### src/rtl/muldiv_hilo_unit_pkg.sv
// Shared constants for the HI/LO multiply/divide unit: op and FSM encodings
// plus the per-operation context latched at launch.
package muldiv_hilo_unit_pkg;

    localparam int DATA_W = 32;

    localparam logic [1:0] OP_MULT  = 2'b00;
    localparam logic [1:0] OP_MULTU = 2'b01;
    localparam logic [1:0] OP_DIV   = 2'b10;
    localparam logic [1:0] OP_DIVU  = 2'b11;

    localparam logic [1:0] ST_IDLE = 2'd0;
    localparam logic [1:0] ST_RUN  = 2'd1;
    localparam logic [1:0] ST_FIX  = 2'd2;

    typedef struct packed {
        logic              is_div;
        logic              neg_res;   // product or quotient must be negated
        logic              neg_rem;   // remainder must be negated
        logic              dbz;
        logic [DATA_W-1:0] rs_raw;    // original dividend, reported on divide by zero
    } op_ctx_t;

endpackage

### src/rtl/muldiv_hilo_unit_if.sv
// Request/result bundle between the control unit and the HI/LO multiply/divide unit.
interface muldiv_hilo_unit_if;
    import muldiv_hilo_unit_pkg::*;

    logic              start;
    logic [1:0]        op;
    logic [DATA_W-1:0] rs_data;
    logic [DATA_W-1:0] rt_data;
    logic              mthi;
    logic              mtlo;
    logic [DATA_W-1:0] wdata;
    logic              busy;
    logic              done;
    logic              div_by_zero;
    logic [DATA_W-1:0] hi_out;
    logic [DATA_W-1:0] lo_out;

    modport master (
        output start, op, rs_data, rt_data, mthi, mtlo, wdata,
        input  busy, done, div_by_zero, hi_out, lo_out
    );

    modport slave (
        input  start, op, rs_data, rt_data, mthi, mtlo, wdata,
        output busy, done, div_by_zero, hi_out, lo_out
    );

endinterface

### src/rtl/muldiv_iter_datapath.sv
// One shift-add (multiply) or restoring-subtract (divide) step per cycle on
// unsigned magnitudes. acc = {upper, lower}: product, or {remainder, quotient}.
module muldiv_iter_datapath
    import muldiv_hilo_unit_pkg::*;
(
    input  logic                  clk,
    input  logic                  reset,
    input  logic                  load,
    input  logic                  step,
    input  logic                  is_div,
    input  logic [DATA_W-1:0]     mag_a,
    input  logic [DATA_W-1:0]     mag_b,
    output logic [2*DATA_W-1:0]   acc
);

    logic [DATA_W-1:0]   opnd;
    logic [2*DATA_W-1:0] acc_next;
    logic [DATA_W:0]     mul_sum;
    logic [DATA_W:0]     rem_sh;
    logic                rem_ge;
    logic [DATA_W-1:0]   rem_sub;

    always_comb begin
        mul_sum  = {1'b0, acc[2*DATA_W-1:DATA_W]} + {1'b0, (acc[0] ? opnd : '0)};
        rem_sh   = acc[2*DATA_W-1:DATA_W-1];
        rem_ge   = rem_sh >= {1'b0, opnd};
        // The difference is below the divisor, so it always fits in DATA_W bits.
        rem_sub  = rem_sh[DATA_W-1:0] - opnd;
        acc_next = {mul_sum, acc[DATA_W-1:1]};
        if (is_div) begin
            acc_next = rem_ge ? {rem_sub, acc[DATA_W-2:0], 1'b1}
                              : {rem_sh[DATA_W-1:0], acc[DATA_W-2:0], 1'b0};
        end
    end

    always_ff @(posedge clk or posedge reset) begin
        if (reset) begin
            acc  <= '0;
            opnd <= '0;
        end else if (load) begin
            acc  <= {{DATA_W{1'b0}}, mag_a};
            opnd <= mag_b;
        end else if (step) begin
            acc  <= acc_next;
        end
    end

endmodule

### src/rtl/muldiv_hilo_unit.sv
// Iterative MIPS multiply/divide unit owning HI/LO: FSM, sign handling,
// HI/LO registers and MTHI/MTLO moves around the iterative datapath.
module muldiv_hilo_unit
    import muldiv_hilo_unit_pkg::*;
#(
    parameter int CYCLES = 32
) (
    input logic               clk,
    input logic               reset,
    muldiv_hilo_unit_if.slave bus
);

    localparam int CNT_W = $clog2(CYCLES);
    localparam logic [CNT_W-1:0] CNT_LAST = CNT_W'(CYCLES - 1);

    function automatic logic [DATA_W-1:0] magnitude(input logic signed [DATA_W-1:0] x,
                                                    input logic is_signed);
        return (is_signed && x < 0) ? -x : x;
    endfunction

    function automatic logic [DATA_W-1:0] neg_if32(input logic [DATA_W-1:0] x, input logic n);
        return n ? -x : x;
    endfunction

    function automatic logic [2*DATA_W-1:0] neg_if64(input logic [2*DATA_W-1:0] x, input logic n);
        return n ? -x : x;
    endfunction

    logic [1:0]          state;
    logic [CNT_W-1:0]    cnt;
    op_ctx_t             ctx;
    op_ctx_t             ctx_next;
    logic                busy_r;
    logic                done_r;
    logic                dbz_r;
    logic [DATA_W-1:0]   hi_r;
    logic [DATA_W-1:0]   lo_r;
    logic                launch;
    logic                is_signed;
    logic [DATA_W-1:0]   mag_a;
    logic [DATA_W-1:0]   mag_b;
    logic [2*DATA_W-1:0] dp_acc;
    logic [2*DATA_W-1:0] prod;
    logic [DATA_W-1:0]   res_hi;
    logic [DATA_W-1:0]   res_lo;

    // FIX also accepts a start so operations can run back to back.
    assign launch    = bus.start && (state == ST_IDLE || state == ST_FIX);
    assign is_signed = ~bus.op[0];

    always_comb begin
        mag_a            = magnitude(bus.rs_data, is_signed);
        mag_b            = magnitude(bus.rt_data, is_signed);
        ctx_next.is_div  = bus.op[1];
        ctx_next.neg_res = is_signed & (bus.rs_data[DATA_W-1] ^ bus.rt_data[DATA_W-1]);
        ctx_next.neg_rem = is_signed & bus.rs_data[DATA_W-1];
        ctx_next.dbz     = bus.op[1] & (bus.rt_data == '0);
        ctx_next.rs_raw  = bus.rs_data;
    end

    muldiv_iter_datapath u_dp (
        .clk    (clk),
        .reset  (reset),
        .load   (launch),
        .step   (state == ST_RUN),
        .is_div (ctx.is_div),
        .mag_a  (mag_a),
        .mag_b  (mag_b),
        .acc    (dp_acc)
    );

    always_comb begin
        prod   = neg_if64(dp_acc, ctx.neg_res);
        res_hi = prod[2*DATA_W-1:DATA_W];
        res_lo = prod[DATA_W-1:0];
        if (ctx.is_div) begin
            if (ctx.dbz) begin
                res_hi = ctx.rs_raw;
                res_lo = '1;
            end else begin
                res_hi = neg_if32(dp_acc[2*DATA_W-1:DATA_W], ctx.neg_rem);
                res_lo = neg_if32(dp_acc[DATA_W-1:0], ctx.neg_res);
            end
        end
    end

    always_ff @(posedge clk or posedge reset) begin
        if (reset) begin
            state  <= ST_IDLE;
            cnt    <= '0;
            ctx    <= '0;
            busy_r <= 1'b0;
            done_r <= 1'b0;
            dbz_r  <= 1'b0;
            hi_r   <= '0;
            lo_r   <= '0;
        end else begin
            done_r <= 1'b0;
            dbz_r  <= 1'b0;
            case (state)
                ST_IDLE: begin
                    if (bus.start) begin
                        state  <= ST_RUN;
                        cnt    <= '0;
                        ctx    <= ctx_next;
                        busy_r <= 1'b1;
                    end else begin
                        if (bus.mthi) hi_r <= bus.wdata;
                        if (bus.mtlo) lo_r <= bus.wdata;
                    end
                end
                ST_RUN: begin
                    cnt <= cnt + 1'b1;
                    if (cnt == CNT_LAST) state <= ST_FIX;
                end
                ST_FIX: begin
                    hi_r   <= res_hi;
                    lo_r   <= res_lo;
                    done_r <= 1'b1;
                    dbz_r  <= ctx.dbz;
                    if (bus.start) begin
                        state <= ST_RUN;
                        cnt   <= '0;
                        ctx   <= ctx_next;
                    end else begin
                        state  <= ST_IDLE;
                        busy_r <= 1'b0;
                    end
                end
                default: begin
                    state  <= ST_IDLE;
                    busy_r <= 1'b0;
                end
            endcase
        end
    end

    assign bus.busy        = busy_r;
    assign bus.done        = done_r;
    assign bus.div_by_zero = dbz_r;
    assign bus.hi_out      = hi_r;
    assign bus.lo_out      = lo_r;

endmodule

### src/flat_wrapper.sv
// flat-port wrapper written by rule: the top's interface ports become plain ports
module muldiv_hilo_unit_flat import muldiv_hilo_unit_pkg::*;
#(
    parameter int CYCLES = 32
)
  (clk, reset, bus_start, bus_op, bus_rs_data, bus_rt_data, bus_mthi, bus_mtlo, bus_wdata, bus_busy, bus_done, bus_div_by_zero, bus_hi_out, bus_lo_out);
  muldiv_hilo_unit_if bus_i ();
  input logic clk;
  input logic reset;
  input wire logic [$bits(bus_i.start)-1:0] bus_start;
  input wire logic [$bits(bus_i.op)-1:0] bus_op;
  input wire logic [$bits(bus_i.rs_data)-1:0] bus_rs_data;
  input wire logic [$bits(bus_i.rt_data)-1:0] bus_rt_data;
  input wire logic [$bits(bus_i.mthi)-1:0] bus_mthi;
  input wire logic [$bits(bus_i.mtlo)-1:0] bus_mtlo;
  input wire logic [$bits(bus_i.wdata)-1:0] bus_wdata;
  output wire logic [$bits(bus_i.busy)-1:0] bus_busy;
  output wire logic [$bits(bus_i.done)-1:0] bus_done;
  output wire logic [$bits(bus_i.div_by_zero)-1:0] bus_div_by_zero;
  output wire logic [$bits(bus_i.hi_out)-1:0] bus_hi_out;
  output wire logic [$bits(bus_i.lo_out)-1:0] bus_lo_out;
  assign bus_i.start = bus_start;
  assign bus_i.op = bus_op;
  assign bus_i.rs_data = bus_rs_data;
  assign bus_i.rt_data = bus_rt_data;
  assign bus_i.mthi = bus_mthi;
  assign bus_i.mtlo = bus_mtlo;
  assign bus_i.wdata = bus_wdata;
  assign bus_busy = bus_i.busy;
  assign bus_done = bus_i.done;
  assign bus_div_by_zero = bus_i.div_by_zero;
  assign bus_hi_out = bus_i.hi_out;
  assign bus_lo_out = bus_i.lo_out;
  muldiv_hilo_unit #(.CYCLES(CYCLES)) u_core (.clk(clk), .reset(reset), .bus(bus_i));
endmodule
### config.mk
export PLATFORM = sky130hd
export DESIGN_NAME = muldiv_hilo_unit_flat
export DESIGN_NICKNAME = d
export VERILOG_FILES = /design/src/rtl/muldiv_hilo_unit_pkg.sv /design/src/rtl/muldiv_hilo_unit_if.sv /design/src/rtl/muldiv_iter_datapath.sv /design/src/rtl/muldiv_hilo_unit.sv /design/src/flat_wrapper.sv
export SDC_FILE = /design/constraint.sdc
export NUM_CORES = 1
export LEC_CHECK = 0
export BUFFER_PORTS_ARGS = -buffer_cell sky130_fd_sc_hd__buf_2
export CORE_UTILIZATION = 55
export CTS_CLUSTER_DIAMETER = 40
export DETAILED_ROUTE_END_ITERATION = 16
export PLACE_DENSITY = 0.83
export SETUP_SLACK_MARGIN = 0.2
export SLEW_MARGIN = 40
export SYNTH_ARGS = -nofsm -noshare
export SYNTH_HDL_FRONTEND = slang
export SYNTH_SLANG_ARGS = --single-unit
### constraint.sdc
create_clock -name clk -period 9.49 [get_ports clk]
set_input_delay 1.898 -clock clk [delete_from_list [all_inputs] [get_ports clk]]
set_output_delay 1.898 -clock clk [all_outputs]
set_load 0.01 [all_outputs]
==> Flow_metrics.wiki <==
{| class="wikitable"
! Metric !! Value
|-
| Status || finished clean
|-
| Class of the worst hold path || reg2reg
|-
| Largest net degree at the start of global routing || 129
|-
| Global route overflow || 0
|-
| Post-route clock skew || 0.03570 ns
|-
| Unrepaired setup endpoints after global routing || false
|-
| Die Y || 176.4 um
|-
| Arrival time worst endpoint || 4.69 ns
|-
| #FFs+latches synth || 206
|-
| Count of H-tree levels built during CTS || 2
|-
| Number of clock buffers inserted by TritonCTS || 37
|-
| Area enclosed by the die boundary || 0.03113 sq mm
|-
| Clock Latency Late Sink || 0.54 ns
|-
| Final HPWL DP || 42.44 mm
|-
| Highest Clock Rate || 234.2 MHz
|-
| RR Startpoint || u_core.u_dp.acc[46]$_DFFE_PP0P_
|-
| Mapped Area || 0.01673 sq mm
|-
| Post-route clock period utilization || 0.4499
|-
| Reg clk slew, reported paths || 0.05 ns
|-
| Total setup buffers inserted after CTS || 0
|-
| Hold wc startpoint || u_core.bus.lo_out[17]$_DFFE_PP0P_
|-
| Final Util || 0.6407
|-
| First drt pass iteration count || 6
|-
| Number of global-route vias before repair || 16360
|-
| Overall power of the completed layout || 8.189 mW
|-
| Final worst setup slack || 5.220 ns
|-
| Portion of the post-synthesis area used by sequential elements || 0.3081
|-
| EDFF count, synth || 0
|-
| Share of final-layout standard cells stronger than drive strength 1 || 0.1344
|-
| Setup total negative slack || 0 ns
|-
| Routed WL || 59.38 mm
|-
| Per-cell routed wire length || 22.44 um
|-
| Iter 0 DRT Violations || 2425
|-
| Number of distinct library cell variants in the gate-level netlist after synthesis || 78
|-
| CTS Hold Buffers Added || 0
|-
| Top_reg_cell synth || sky130_fd_sc_hd__dfrtp_1
|-
| CTS tree || yes
|-
| Final RePlAce weighted congestion || 0.9968
|-
| Worst Path Class, Setup || reg2reg
|-
| Starting density of the core || 0.5616
|-
| Required arrival time at the worst endpoint || 9.91 ns
|-
| Top-count cell post-synth || sky130_fd_sc_hd__nand2_1
|-
| Placement row count || 63
|-
| Fin. Hold Viols || 0
|-
| Number of buffers on the longest clock path || 3
|-
| Mapped Nets || 2317
|-
| Final setup vio count || 0
|-
| Area of the core || 0.02980 sq mm
|-
| Worst Hold Margin || 0.4771 ns
|-
| Number of antenna violations at the first check in global routing || 0
|-
| Worst setup EP type || flip-flop
|-
| Biggest fanout along the worst timing path || 18
|-
| Final nets || 2401
|-
| Post-detailed-route via-to-cell ratio || 6.752
|-
| Final antenna-violating net count || 0
|-
| Share of the synthesized area in the top cell type || 0.3081
|-
| Tot GR Track Use || 0.3748
|-
| I/O Pins || 170
|-
| Headroom to the max-slew limit || 0.4355
|-
| Final Max Slew Viols || 0
|-
| Final period demand of the worst path || 4.270 ns
|-
| Number of warnings issued by yosys || 0
|-
| First-pass GRT wire length || 91.38 mm
|-
| Buffer type at the clock tree root || sky130_fd_sc_hd__clkbuf_16
|-
| Transition time at the pin with the least slew margin || 0.8254 ns
|-
| Placed Instances || 2577
|-
| Critical path launch point type || flip-flop
|-
| DRC viols || 0
|-
| Area Overhead vs Synth || 14.09%
|-
| Lkg Pwr || 8.441 nW
|-
| Die X || 176.4 um
|-
| Reported max-cap violation count || 0
|-
| Place WS || 4.863 ns
|-
| Start point of the critical path || u_core.u_dp.acc[46]$_DFFE_PP0P_
|-
| Number of instances in the synthesized netlist || 2142
|-
| Cell taking the most area after synthesis || sky130_fd_sc_hd__dfrtp_1
|-
| P per Cell Area || 428.9 mW/mm^2
|-
| Post-route cell area || 0.01909 sq mm
|-
| # resized after CTS || 0
|-
| TritonCTS Sinks || 206
|-
| IR Drop Worst-Case VDD || 0.0004306 V
|-
| Total placed instance area || 0.01772 sq mm
|-
| Main area contributors after synthesis || sky130_fd_sc_hd__dfrtp_1, sky130_fd_sc_hd__nand2_1, sky130_fd_sc_hd__o21ai_0
|-
| Mean instance size in the synthesized netlist || 7.812 sq um
|-
| Number of non-filler instances in the completed layout || 2646
|-
| Number of buffers added on ports || 169
|-
| Number of vias in the routed layout || 17870
|-
| Post-synth top cells || sky130_fd_sc_hd__nand2_1, sky130_fd_sc_hd__o21ai_0, sky130_fd_sc_hd__dfrtp_1
|-
| Share of flip-flops with an asynchronous set or reset || 1.000
|}
critical path, stage by stage, from the launching register on:
cell	delay, ns
sky130_fd_sc_hd__dfrtp_1	0.59
sky130_fd_sc_hd__ha_1	0.54
sky130_fd_sc_hd__nand4_1	0.17
sky130_fd_sc_hd__nor3_1	0.25
sky130_fd_sc_hd__o21ai_0	0.31
sky130_fd_sc_hd__a2111oi_2	0.63
sky130_fd_sc_hd__or3_1	0.70
sky130_fd_sc_hd__buf_4	0.44
sky130_fd_sc_hd__mux2_2	0.38
sky130_fd_sc_hd__o221ai_1	0.14
cells in the final DEF, fill, tap and decap left out, drive strengths merged, types with 30 or more instances in the layout:
cell type / instances
xnor2: 101
mux2i: 63
a211oi: 33
o31ai: 30
nor3: 40
inv: 75
nand2: 326
or3: 32
o22ai: 37
clkbuf: 46
dfrtp: 206
nor2: 139
o21ai: 240
a21oi: 125
buf: 185
o211ai: 36
ha: 70
nand3: 47
xor2: 57
logic make-up after synthesis:
logic type | synth area share
multiplexers | 0.03970
adder cells (fa/ha/maj) | 0.05473
XOR/XNOR | 0.08270
flip-flops | 0.3081
AND/OR/NAND/NOR | 0.2052
buffers and inverters | 0.04770
AO/OA/AOI/OAI | 0.2619
where the power goes:
group	switching [mW]	leakage (nW)	internal (mW)	total, mW
clock	0.514	0.663	0.943	1.46
combinational	2.83	5.24	1.91	4.74
sequential	0.689	2.54	1.30	1.99
flip-flops by register name (all words and copies together) (netlist names):
signal,count
u_core.state,2
u_core.bus.div_by_zero,1
u_core.u_dp.opnd,32
u_core.u_dp.acc,64
u_core.bus.lo_out,32
u_core.bus.hi_out,32
u_core.bus.done,1
u_core.cnt,5
u_core.ctx,36
u_core.bus.busy,1
routing by layer:
layer  up-vias  global-route usage  share of wire
li1       7965                   -              -
met1      8485              0.5211           0.40
met2      1217              0.5481           0.42
met3       198              0.1049           0.14
met4         0              0.1480          0.041
met5         -                   0              0
worst paths after layout:
kind	end	slack, ns	cells after the start
max	u_core.u_dp.acc[32]$_DFFE_PP0P_	5.22	9
min	u_core.bus.lo_out[17]$_DFFE_PP0P_	0.48	2
max reg2reg	u_core.u_dp.acc[32]$_DFFE_PP0P_	5.22	9
min reg2reg	u_core.bus.lo_out[17]$_DFFE_PP0P_	0.48	2
max in group asynchronous	u_core.bus.hi_out[16]$_DFFE_PP0P_	6.81	3
min in group asynchronous	u_core.u_dp.acc[44]$_DFFE_PP0P_	1.46	2
final cells by class:
| class | instances | area (sq um) |
|---|---|---|
| well taps | 390 | 488.0 |
| diodes | 1 | 2.502 |
| flip-flops and latches | 206 | 5157 |
| multi-input cells | 1727 | 10840 |
| clock inverters | 23 | 344.1 |
| clock buffers | 45 | 1016 |
| fillers | 2560 | 10710 |
| repair buffers | 186 | 979.7 |
| inverters | 68 | 267.8 |
No activity file was read; power rests on OpenSTA's default activity.
